===== config.mk =====
export PLATFORM = sky130hd
export DESIGN_NAME = parity_check_gen
export DESIGN_NICKNAME = d
export VERILOG_FILES = /design/src/rtl/parity_pkg.sv /design/src/rtl/par_gen.sv /design/src/rtl/parity_check_gen.sv
export SDC_FILE = /design/constraint.sdc
export NUM_CORES = 1
export LEC_CHECK = 0
export CAP_MARGIN = 20
export CORE_ASPECT_RATIO = 2
export CORE_MARGIN = 1
export CORE_UTILIZATION = 45
export DETAILED_ROUTE_END_ITERATION = 6
export GPL_ROUTABILITY_DRIVEN = 0
export PLACE_DENSITY = 0.75
export SYNTH_ARGS = -nofsm -noshare
export SYNTH_HDL_FRONTEND = slang
export SYNTH_SLANG_ARGS = --single-unit
export TNS_END_PERCENT = 10

===== constraint.sdc =====
create_clock -name CLK -period 2.4 [get_ports CLK]
set_clock_uncertainty 0.15 [all_clocks]
set_input_delay 0.48 -clock CLK [delete_from_list [all_inputs] [get_ports CLK]]
set_output_delay 0.48 -clock CLK [all_outputs]
set_load 0.005 [all_outputs]

===== src/rtl/parity_pkg.sv =====
// Shared parity definitions: PAR_TYP encodings and the RX parity checker FSM states.
package parity_pkg;

    typedef enum logic [1:0] {
        PAR_EVEN  = 2'b00,
        PAR_ODD   = 2'b01,
        PAR_MARK  = 2'b10,
        PAR_SPACE = 2'b11
    } par_typ_e;

    typedef enum logic [1:0] {
        IDLE     = 2'b00,
        ACCUM    = 2'b01,
        PAR_WAIT = 2'b10,
        REPORT   = 2'b11
    } par_state_e;

endpackage


===== src/rtl/par_gen.sv =====
// Expected parity bit for a data word under a given PAR_TYP; shared by the RX checker and TX generator.
module par_gen
    import parity_pkg::*;
#(
    parameter int DATA_W = 8
) (
    input  logic [DATA_W-1:0] data,
    input  par_typ_e          par_typ,
    output logic              exp_bit
);

    always_comb begin
        exp_bit = 1'b0;
        case (par_typ)
            PAR_EVEN:  exp_bit = ^data;
            PAR_ODD:   exp_bit = ~(^data);
            PAR_MARK:  exp_bit = 1'b1;
            PAR_SPACE: exp_bit = 1'b0;
            default:   exp_bit = 1'b0;
        endcase
    end

endmodule


===== src/rtl/parity_check_gen.sv =====
// RX parity checker: accumulates a serial data frame, checks the parity bit and
// reports the captured word with parity and sequencing error flags.
module parity_check_gen
    import parity_pkg::*;
#(
    parameter int          DATA_W    = 8,
    parameter int unsigned LSB_FIRST = 1
) (
    input  logic              CLK,
    input  logic              RST,
    input  logic              frame_start,
    input  logic              data_bit_en,
    input  logic              par_chk_en,
    input  logic              sampled_bit,
    input  logic              PAR_EN,
    input  logic [1:0]        PAR_TYP,
    output logic [DATA_W-1:0] P_DATA,
    output logic              par_valid,
    output logic              par_err,
    output logic              cnt_err
);

    localparam int CNT_W = $clog2(DATA_W + 1);
    localparam logic [CNT_W-1:0] CNT_LAST = CNT_W'(DATA_W - 1);
    localparam logic [CNT_W-1:0] CNT_MAX  = CNT_W'(DATA_W);

    par_state_e        state, state_nxt;
    logic [CNT_W-1:0]  bit_cnt, cnt_nxt;
    logic              par_acc, acc_nxt;
    logic [DATA_W-1:0] data_sr, data_nxt;
    logic              par_en_q, pen_nxt;
    par_typ_e          par_typ_q, typ_nxt;
    logic              pend_err, pend_nxt;
    logic [DATA_W-1:0] pdata_nxt;
    logic              perr_nxt, cerr_nxt, report;
    logic              exp_bit;

    function automatic logic [DATA_W-1:0] shift_in(input logic [DATA_W-1:0] d, input logic b);
        if (LSB_FIRST != 0)
            return {b, d[DATA_W-1:1]};
        else
            return {d[DATA_W-2:0], b};
    endfunction

    function automatic logic [CNT_W-1:0] sat_inc(input logic [CNT_W-1:0] c);
        return (c == CNT_MAX) ? c : c + 1'b1;
    endfunction

    // The running parity is the XOR of the word so far, so a 1-bit instance yields the expected bit.
    par_gen #(.DATA_W(1)) u_par_gen (
        .data    (par_acc),
        .par_typ (par_typ_q),
        .exp_bit (exp_bit)
    );

    always_comb begin
        state_nxt = state;
        cnt_nxt   = bit_cnt;
        acc_nxt   = par_acc;
        data_nxt  = data_sr;
        pen_nxt   = par_en_q;
        typ_nxt   = par_typ_q;
        pend_nxt  = pend_err;
        pdata_nxt = P_DATA;
        perr_nxt  = par_err;
        cerr_nxt  = cnt_err;
        report    = 1'b0;

        if (frame_start) begin
            // A restart always wins; a coincident data bit becomes bit 0 of the new frame.
            state_nxt = ACCUM;
            cnt_nxt   = '0;
            acc_nxt   = 1'b0;
            data_nxt  = '0;
            pend_nxt  = 1'b0;
            pen_nxt   = PAR_EN;
            typ_nxt   = par_typ_e'(PAR_TYP);
            if (data_bit_en) begin
                data_nxt = shift_in('0, sampled_bit);
                acc_nxt  = sampled_bit;
                cnt_nxt  = CNT_W'(1);
            end
        end else begin
            case (state)
                ACCUM: begin
                    if (par_chk_en) begin
                        report    = 1'b1;
                        pdata_nxt = data_sr;
                        perr_nxt  = 1'b1;
                        cerr_nxt  = 1'b1;
                    end else if (data_bit_en) begin
                        data_nxt = shift_in(data_sr, sampled_bit);
                        acc_nxt  = par_acc ^ sampled_bit;
                        cnt_nxt  = sat_inc(bit_cnt);
                        if (bit_cnt == CNT_LAST) begin
                            if (par_en_q) begin
                                state_nxt = PAR_WAIT;
                            end else begin
                                report    = 1'b1;
                                pdata_nxt = shift_in(data_sr, sampled_bit);
                                perr_nxt  = 1'b0;
                                cerr_nxt  = 1'b0;
                            end
                        end
                    end
                end
                PAR_WAIT: begin
                    if (par_chk_en) begin
                        report    = 1'b1;
                        pdata_nxt = data_sr;
                        if (data_bit_en) begin
                            perr_nxt = 1'b1;
                            cerr_nxt = 1'b1;
                        end else begin
                            perr_nxt = sampled_bit ^ exp_bit;
                            cerr_nxt = pend_err;
                        end
                    end else if (data_bit_en) begin
                        pend_nxt = 1'b1;
                    end
                end
                REPORT:  state_nxt = IDLE;
                default: state_nxt = IDLE;
            endcase
            if (report) state_nxt = REPORT;
        end
    end

    always_ff @(posedge CLK or posedge RST) begin
        if (RST) begin
            state     <= IDLE;
            bit_cnt   <= '0;
            par_acc   <= 1'b0;
            data_sr   <= '0;
            par_en_q  <= 1'b0;
            par_typ_q <= PAR_EVEN;
            pend_err  <= 1'b0;
            P_DATA    <= '0;
            par_valid <= 1'b0;
            par_err   <= 1'b0;
            cnt_err   <= 1'b0;
        end else begin
            state     <= state_nxt;
            bit_cnt   <= cnt_nxt;
            par_acc   <= acc_nxt;
            data_sr   <= data_nxt;
            par_en_q  <= pen_nxt;
            par_typ_q <= typ_nxt;
            pend_err  <= pend_nxt;
            P_DATA    <= pdata_nxt;
            par_valid <= report;
            par_err   <= perr_nxt;
            cnt_err   <= cerr_nxt;
        end
    end

endmodule


==> metrics.log <==
[metrics] Syn. warnings: 0
[metrics] final-report setup violation count: 0
[metrics] number of nets in the synthesized netlist: 169
[metrics] first-pass GRT wire length: 5.78 mm
[metrics] Final min period: 2.11 ns
[metrics] result of the run: finished clean
[metrics] overall fraction of global-route tracks in use: 21.3%
[metrics] most used flip-flop cell after synthesis: sky130_fd_sc_hd__dfrtp_1
[metrics] final slew viol count: 0
[metrics] P_leak: 0.000805 uW
[metrics] layout-stage area growth over the synthesis result: 23.2%
[metrics] power share of the sequential group: 38.4%
[metrics] share of synthesized area occupied by flip-flops and latches: between 40% and 50%
[metrics] P_sw: 597 uW
[metrics] RSZ-0062 raised after global routing: no
[metrics] total I/O pin count: 20
[metrics] total gr overflow: 0
[metrics] combined area of all synthesized cells: 1510 um2
[metrics] standard cell core area: 3190 um2
[metrics] fin crit share: 88.0%
[metrics] total of cells resized after clock tree synthesis: 0
[metrics] remaining number of nets flagged by the antenna check after routing: 0
[metrics] post-synth cell types: 37
[metrics] # port buffers: 19
[metrics] maximum fanout along the worst path: 5
[metrics] count of unresolved DRC violations after routing: 0
[metrics] Die Wd: 43.0 um
[metrics] Die Area: roughly 3600 um2
[metrics] switch share: 32.1%
[metrics] Max-Slew Margin vs Limit: between 70% and 80%
[metrics] share of final-layout standard cells stronger than drive strength 1: 14.6%
[metrics] wirelength, routed: 3.22 mm
[metrics] CTS tree: built
[metrics] detailed-routing iteration count for the pre-antenna-repair pass: 4
[metrics] worst setup path class: flop to flop
[metrics] crit path capture: P_DATA[7]
[metrics] detailed-route via count: 1235
[metrics] Highest Clock Rate: between 400 and 500 MHz
[metrics] count of antenna diodes in the layout: 0
[metrics] Commonest cells post-synth: 30 x sky130_fd_sc_hd__dfrtp_1, 25 x sky130_fd_sc_hd__nand2_1, 15 x sky130_fd_sc_hd__nor2_1
[metrics] Final Instance Count excl. Fillers: 216
[metrics] number of buffers created by CTS: 5
[metrics] Layout Nets: 198
[metrics] Yosys reg bits: 30
[metrics] Post-synth EDFFs: 0
[metrics] clock tree root driver cell: sky130_fd_sc_hd__clkbuf_8
[metrics] number of buffers inserted by hold repair at cts: 0
[metrics] Worst-path clk slew: 0.06 ns
[metrics] Critical Path Start Type: flop
[metrics] Post-Synthesis Cells: 156
[metrics] cell with the most instances after synthesis: sky130_fd_sc_hd__dfrtp_1
[metrics] worst vdd ir: 0.638 mV
[metrics] Sink Count: 30
[metrics] detailed router's first-iteration violation count: 25
[metrics] min-delay worst type: flop to flop
[metrics] ys async rst share: 100%
[metrics] floorplan die height: 84.0 um
[metrics] detailed placer's ending HPWL: approximately 2.3 mm
[metrics] H-tree Lvls: 2
[metrics] number of antenna violations at the first check in global routing: 0
[metrics] Initial Utilization: between 40% and 50%
[metrics] routed via count divided by cell count: 5.72
[metrics] Final TNS setup: 0 ns
[metrics] cells on worst reg2reg path: 5
[metrics] internal power: 1260 uW
[metrics] pin count of the biggest net entering global routing: 31
[metrics] syn_area_per_cell: between 9 and 10 um2
[metrics] cell taking the most area after synthesis: sky130_fd_sc_hd__dfrtp_1
[metrics] critical path arrival: 2.13 ns
[metrics] Critical R2R Launch: state[0]
[metrics] power density normalized to cell area: 999 nW/um2
[metrics] measured slew at the worst slew-check pin: 0.386 ns
[metrics] final hold violation count: 0
[metrics] required time reported for the critical path endpoint: ~2.4 ns
[metrics] Gate power share: 41.7%
[metrics] Placed Cells: 209
[metrics] share of the synthesized area in the top cell type: 49.7%
[metrics] setup slack of the worst register-to-register path: 0.29 ns
[metrics] clock insertion delay at the later pin of the skew report: 0.28 ns
[metrics] category of the worst setup path capture point: flop
[metrics] share of power burned in the clock network: 19.9%
[metrics] routed wirelength normalized by instance count: 14.9 um
[metrics] count of max-cap constraint violations: 0
[metrics] num rows: 29
[metrics] main area contributors after synthesis: sky130_fd_sc_hd__dfrtp_1 50%, sky130_fd_sc_hd__nand2_1 6.2%, sky130_fd_sc_hd__o221a_2 4.5%, sky130_fd_sc_hd__a21oi_1 4.3%, sky130_fd_sc_hd__nor2_1 3.7%
[metrics] buffer count from post-CTS setup fixing: 0
[metrics] vias in the first global route: 1304
[metrics] r2r endpoint: P_DATA[7]
[metrics] number of buffers on the longest clock path: 2
[metrics] Crit. Startpoint: state[0]
## worst max-delay path: stages (launching register included)
cell                      delay (ns)
sky130_fd_sc_hd__dfrtp_1        0.40
sky130_fd_sc_hd__inv_1          0.07
sky130_fd_sc_hd__ha_1           0.39
sky130_fd_sc_hd__or4_1          0.46
sky130_fd_sc_hd__or3_1          0.32
sky130_fd_sc_hd__o221a_1        0.22
## cell usage in the layout (no fill, tap or decap), drive strengths merged
master	synthesis	layout
nor3	1	1
xor2	2	2
o22ai	2	2
ha	4	4
nand3b	3	3
nor3b	2	2
nand2b	2	2
inv	9	9
nand2	25	25
nor4	2	2
clkbuf	5	7
xnor2	2	2
o221ai	1	1
a311oi	1	1
nand4	1	1
a31oi	2	2
or4	1	1
o221a	8	8
nor2	15	15
o21ai	5	5
and3b	2	2
nor2b	3	3
mux2i	1	1
a21o	1	1
buf	4	12
o211ai	1	1
o32ai	1	1
mux2	3	3
clkdlybuf4s50	0	19
nand3	2	2
or3	1	1
a21oi	13	13
a211oi	1	1
dfrtp	30	30
## flip-flops by register name, indices dropped and copies added (netlist names)
register and count:
P_DATA 8, bit_cnt 4, cnt_err 1, data_sr 8, par_acc 1, par_en_q 1
par_err 1, par_typ_q 2, par_valid 1, pend_err 1, state 2
## power groups by stage
stage	sequential [uW]	combinational [uW]	clock, uW
after detailed placement	721	778	0
after global placement	716	754	0
final	714	775	371
after global routing	730	861	399
after CTS	714	783	382
after floorplan	717	421	0
## final cells by class
type	instances	area (um2)
inverter	9	33.8
tap	31	38.8
fill	287	1330
sequential	30	751
timing repair buffer	31	280
multi-input combinational	108	682
clock buffer	7	76.3
## cells by family after synthesis
| family | count (synthesis) | share of synthesized area, % |
|---|---|---|
| xor+xnor | 4 | 2.32 |
| mux | 4 | 2.90 |
| buf+inv | 18 | 5.21 |
| compound gates | 36 | 16.8 |
| simple gates | 60 | 19.8 |
| flops | 30 | 49.7 |
| fa+ha+maj | 4 | 3.31 |
## metal layers
layer / global-route usage [%] / vias up / share of wire [%]
met5: 0 / - / 0
met4: 12.7 / 0 / 4.0
met3: 5.63 / 10 / 3.1
met2: 34.8 / 26 / 53
met1: 23.9 / 599 / 40
li1: - / 600 / -
## stage by stage
step	total power, uW	util, %	cell area, um2	hold WS (ns)	setup WS (ns)
2_1_floorplan	1140	-	1510	0.314	0.247
3_3_place_gp	1470	55.9	1790	0.330	0.133
3_5_place_dp	1500	55.9	1790	0.347	0.0895
4_1_cts	1880	58.3	1860	0.361	0.283
5_1_grt	1990	58.3	1860	0.379	0.194
6_report	1860	58.3	1860	0.355	0.287
## worst min-delay path by stage
stage | from | to | cells past startpoint
final | par_typ_q[1] | par_typ_q[1] | 1
after global routing | pend_err | pend_err | 2
after CTS | par_typ_q[1] | par_typ_q[1] | 1
after detailed placement | par_typ_q[1] | par_typ_q[1] | 1
after global placement | pend_err | pend_err | 2
after floorplan | pend_err | pend_err | 2
Power figures use the tool's default switching activity.
==> RTL edit (same settings) <==
`DATA_W` is set to 8 in 2 places; all go to 16.
--- a/src/rtl/par_gen.sv
+++ b/src/rtl/par_gen.sv
@@ -2,7 +2,7 @@
 module par_gen
     import parity_pkg::*;
 #(
-    parameter int DATA_W = 8
+    parameter int DATA_W = 16
 ) (
     input  logic [DATA_W-1:0] data,
     input  par_typ_e          par_typ,
--- a/src/rtl/parity_check_gen.sv
+++ b/src/rtl/parity_check_gen.sv
@@ -3,7 +3,7 @@
 module parity_check_gen
     import parity_pkg::*;
 #(
-    parameter int          DATA_W    = 8,
+    parameter int          DATA_W    = 16,
     parameter int unsigned LSB_FIRST = 1
 ) (
     input  logic              CLK,
Interface: changed (resized P_DATA); port bits go from 20 to 28. No check against the original RTL was run, so the function may have changed too.
==> RTL edit against the original RTL <==
Area after synthesis increased by 56%. Setup slack got worse by 0.24 ns. Power rose by 19%. Critical path type unchanged. Via count increased by 35%. Largest cell class unchanged. Sequential cell count grew 17. Final area rose by 55%. Routed wire length grew 44%. Highest routed layer unchanged. Combinational power grew 1%.
==> RTL edit: results (changes against the original RTL) <==
- Run status: finished clean
- Pleak: 1.30 nW (+61%)
- Mapped Cells: 209 (+34%)
- Drt first-iter violations: 20 (-20%)
- Placed Cells: 293 (+40%)
- Post-synthesis compound-gate area fraction: 10.1% (-6.7 points)
- Synth Area in Adders: 2.65% (-0.66 points)
- Largest net degree at the start of global routing: 48 (+55%)
- Hold path start: pend_err$_DFFE_PP0P_
- Synth cell count leaders: dfrtp_1, nand2_1, mux2_2
- Hold Path Sink: pend_err$_DFFE_PP0P_
- Slew headroom: 79.3% (+5.0 points)
- Layout Nets: 259 (+31%)
- Vias per inst: 5.50 (-3.9%)
- Post-DP Area: 0.00276 mm2 (+54%)
- Post-synth cell types: 39 (+5.4%)
- Worst hold slack: 0.365 ns (+0.0103 ns)
- Dpl hpwl: 3.18 mm (+36%)
- Critical path peak fanout: 9 (+4)
- Clk pwr: 0.505 mW (+36%)
- XOR/XNOR Fraction of Synth Area: 0.741% (-1.6 points)
- Worst path slowest cell: dfrtp_1
- Final WS setup: 0.0521 ns (-0.235 ns)
- Seq/Total Area, Yosys: 49.8% (+0.093 points)
- Fin cells: 304 (+41%)
- Fillers: 452 (+57%)
- Ratio of cells with drive above 1 in the final layout: 25.6% (+11 points)
- Worst R2R Start: bit_cnt[0]$_DFFE_PP0P_
- Mux cell area share after synthesis: 19.3% (+16 points)
- Routed len/inst: 15.2 um (+2.2%)
- Vias in the first global route: 1674 (+28%)
- Cell count of the worst reg-to-reg path: 8 (+3)
- Worst hold stages: 2 (+1)
- Final Total Pwr: 2.21 mW (+19%)
- Worst-Skew Late Latency: 0.30 ns (+0.02 ns)
- All-Layer GR Usage: 18.5% (-2.8 points)
- Worst IR Drop VDD: 0.820 mV (+29%)
- IO buf count: 27 (+8)
- Mapped Nets: 223 (+32%)
- Placement Setup Slack: -0.0457 ns (-0.135 ns)
- Clk slew on worst S/H paths: 0.09 ns (+0.03 ns)
- CP delay by family, top: adder cells
- Synth top area cells: dfrtp_1, mux2_2, mux2_4
- Seq group: 0.916 mW (+28%)
- Switching share of total power: 31.3% (-0.84 points)
- Biggest cell delay along the critical path: 0.36 ns (-0.10 ns)
- Largest registers: P_DATA: 16 flops, data_sr: 16 flops, bit_cnt: 5 flops
RTL edit: cell types whose count changed after synthesis, moves of 3 or more:
cell,before,now
o221a_2,6,0
nor2_1,15,5
a21oi_1,13,21
mux2_2,3,28
mux2_4,0,8
dfrtp_1,30,47
nand2_1,25,30
nand4b_1,0,3
RTL edit: final cells by class:
type / instances / area (um2) / share of cell area (%)
flip-flops and latches: 47 / 1180 / 40.7
multi-input cells: 139 / 1080 / 37.2
repair buffers: 41 / 430 / 14.9
clock buffers: 7 / 86.3 / 2.98
well taps: 58 / 72.6 / 2.51
inverters: 11 / 41.3 / 1.43
clock inverters: 1 / 8.76 / 0.303
RTL edit: per-layer routing:
| metal | vias to the layer above | part of all wire [%] | wire length, um | track usage (%) |
|---|---|---|---|---|
| met2 | 31 | 56 | 2580 | 31.3 |
| met3 | 7 | 2.5 | 115 | 3.22 |
| met1 | 831 | 39 | 1820 | 21.9 |
| met5 | - | 0 | 0 | 0 |
| met4 | 0 | 2.2 | 103 | 7.71 |
| li1 | 802 | - | - | - |
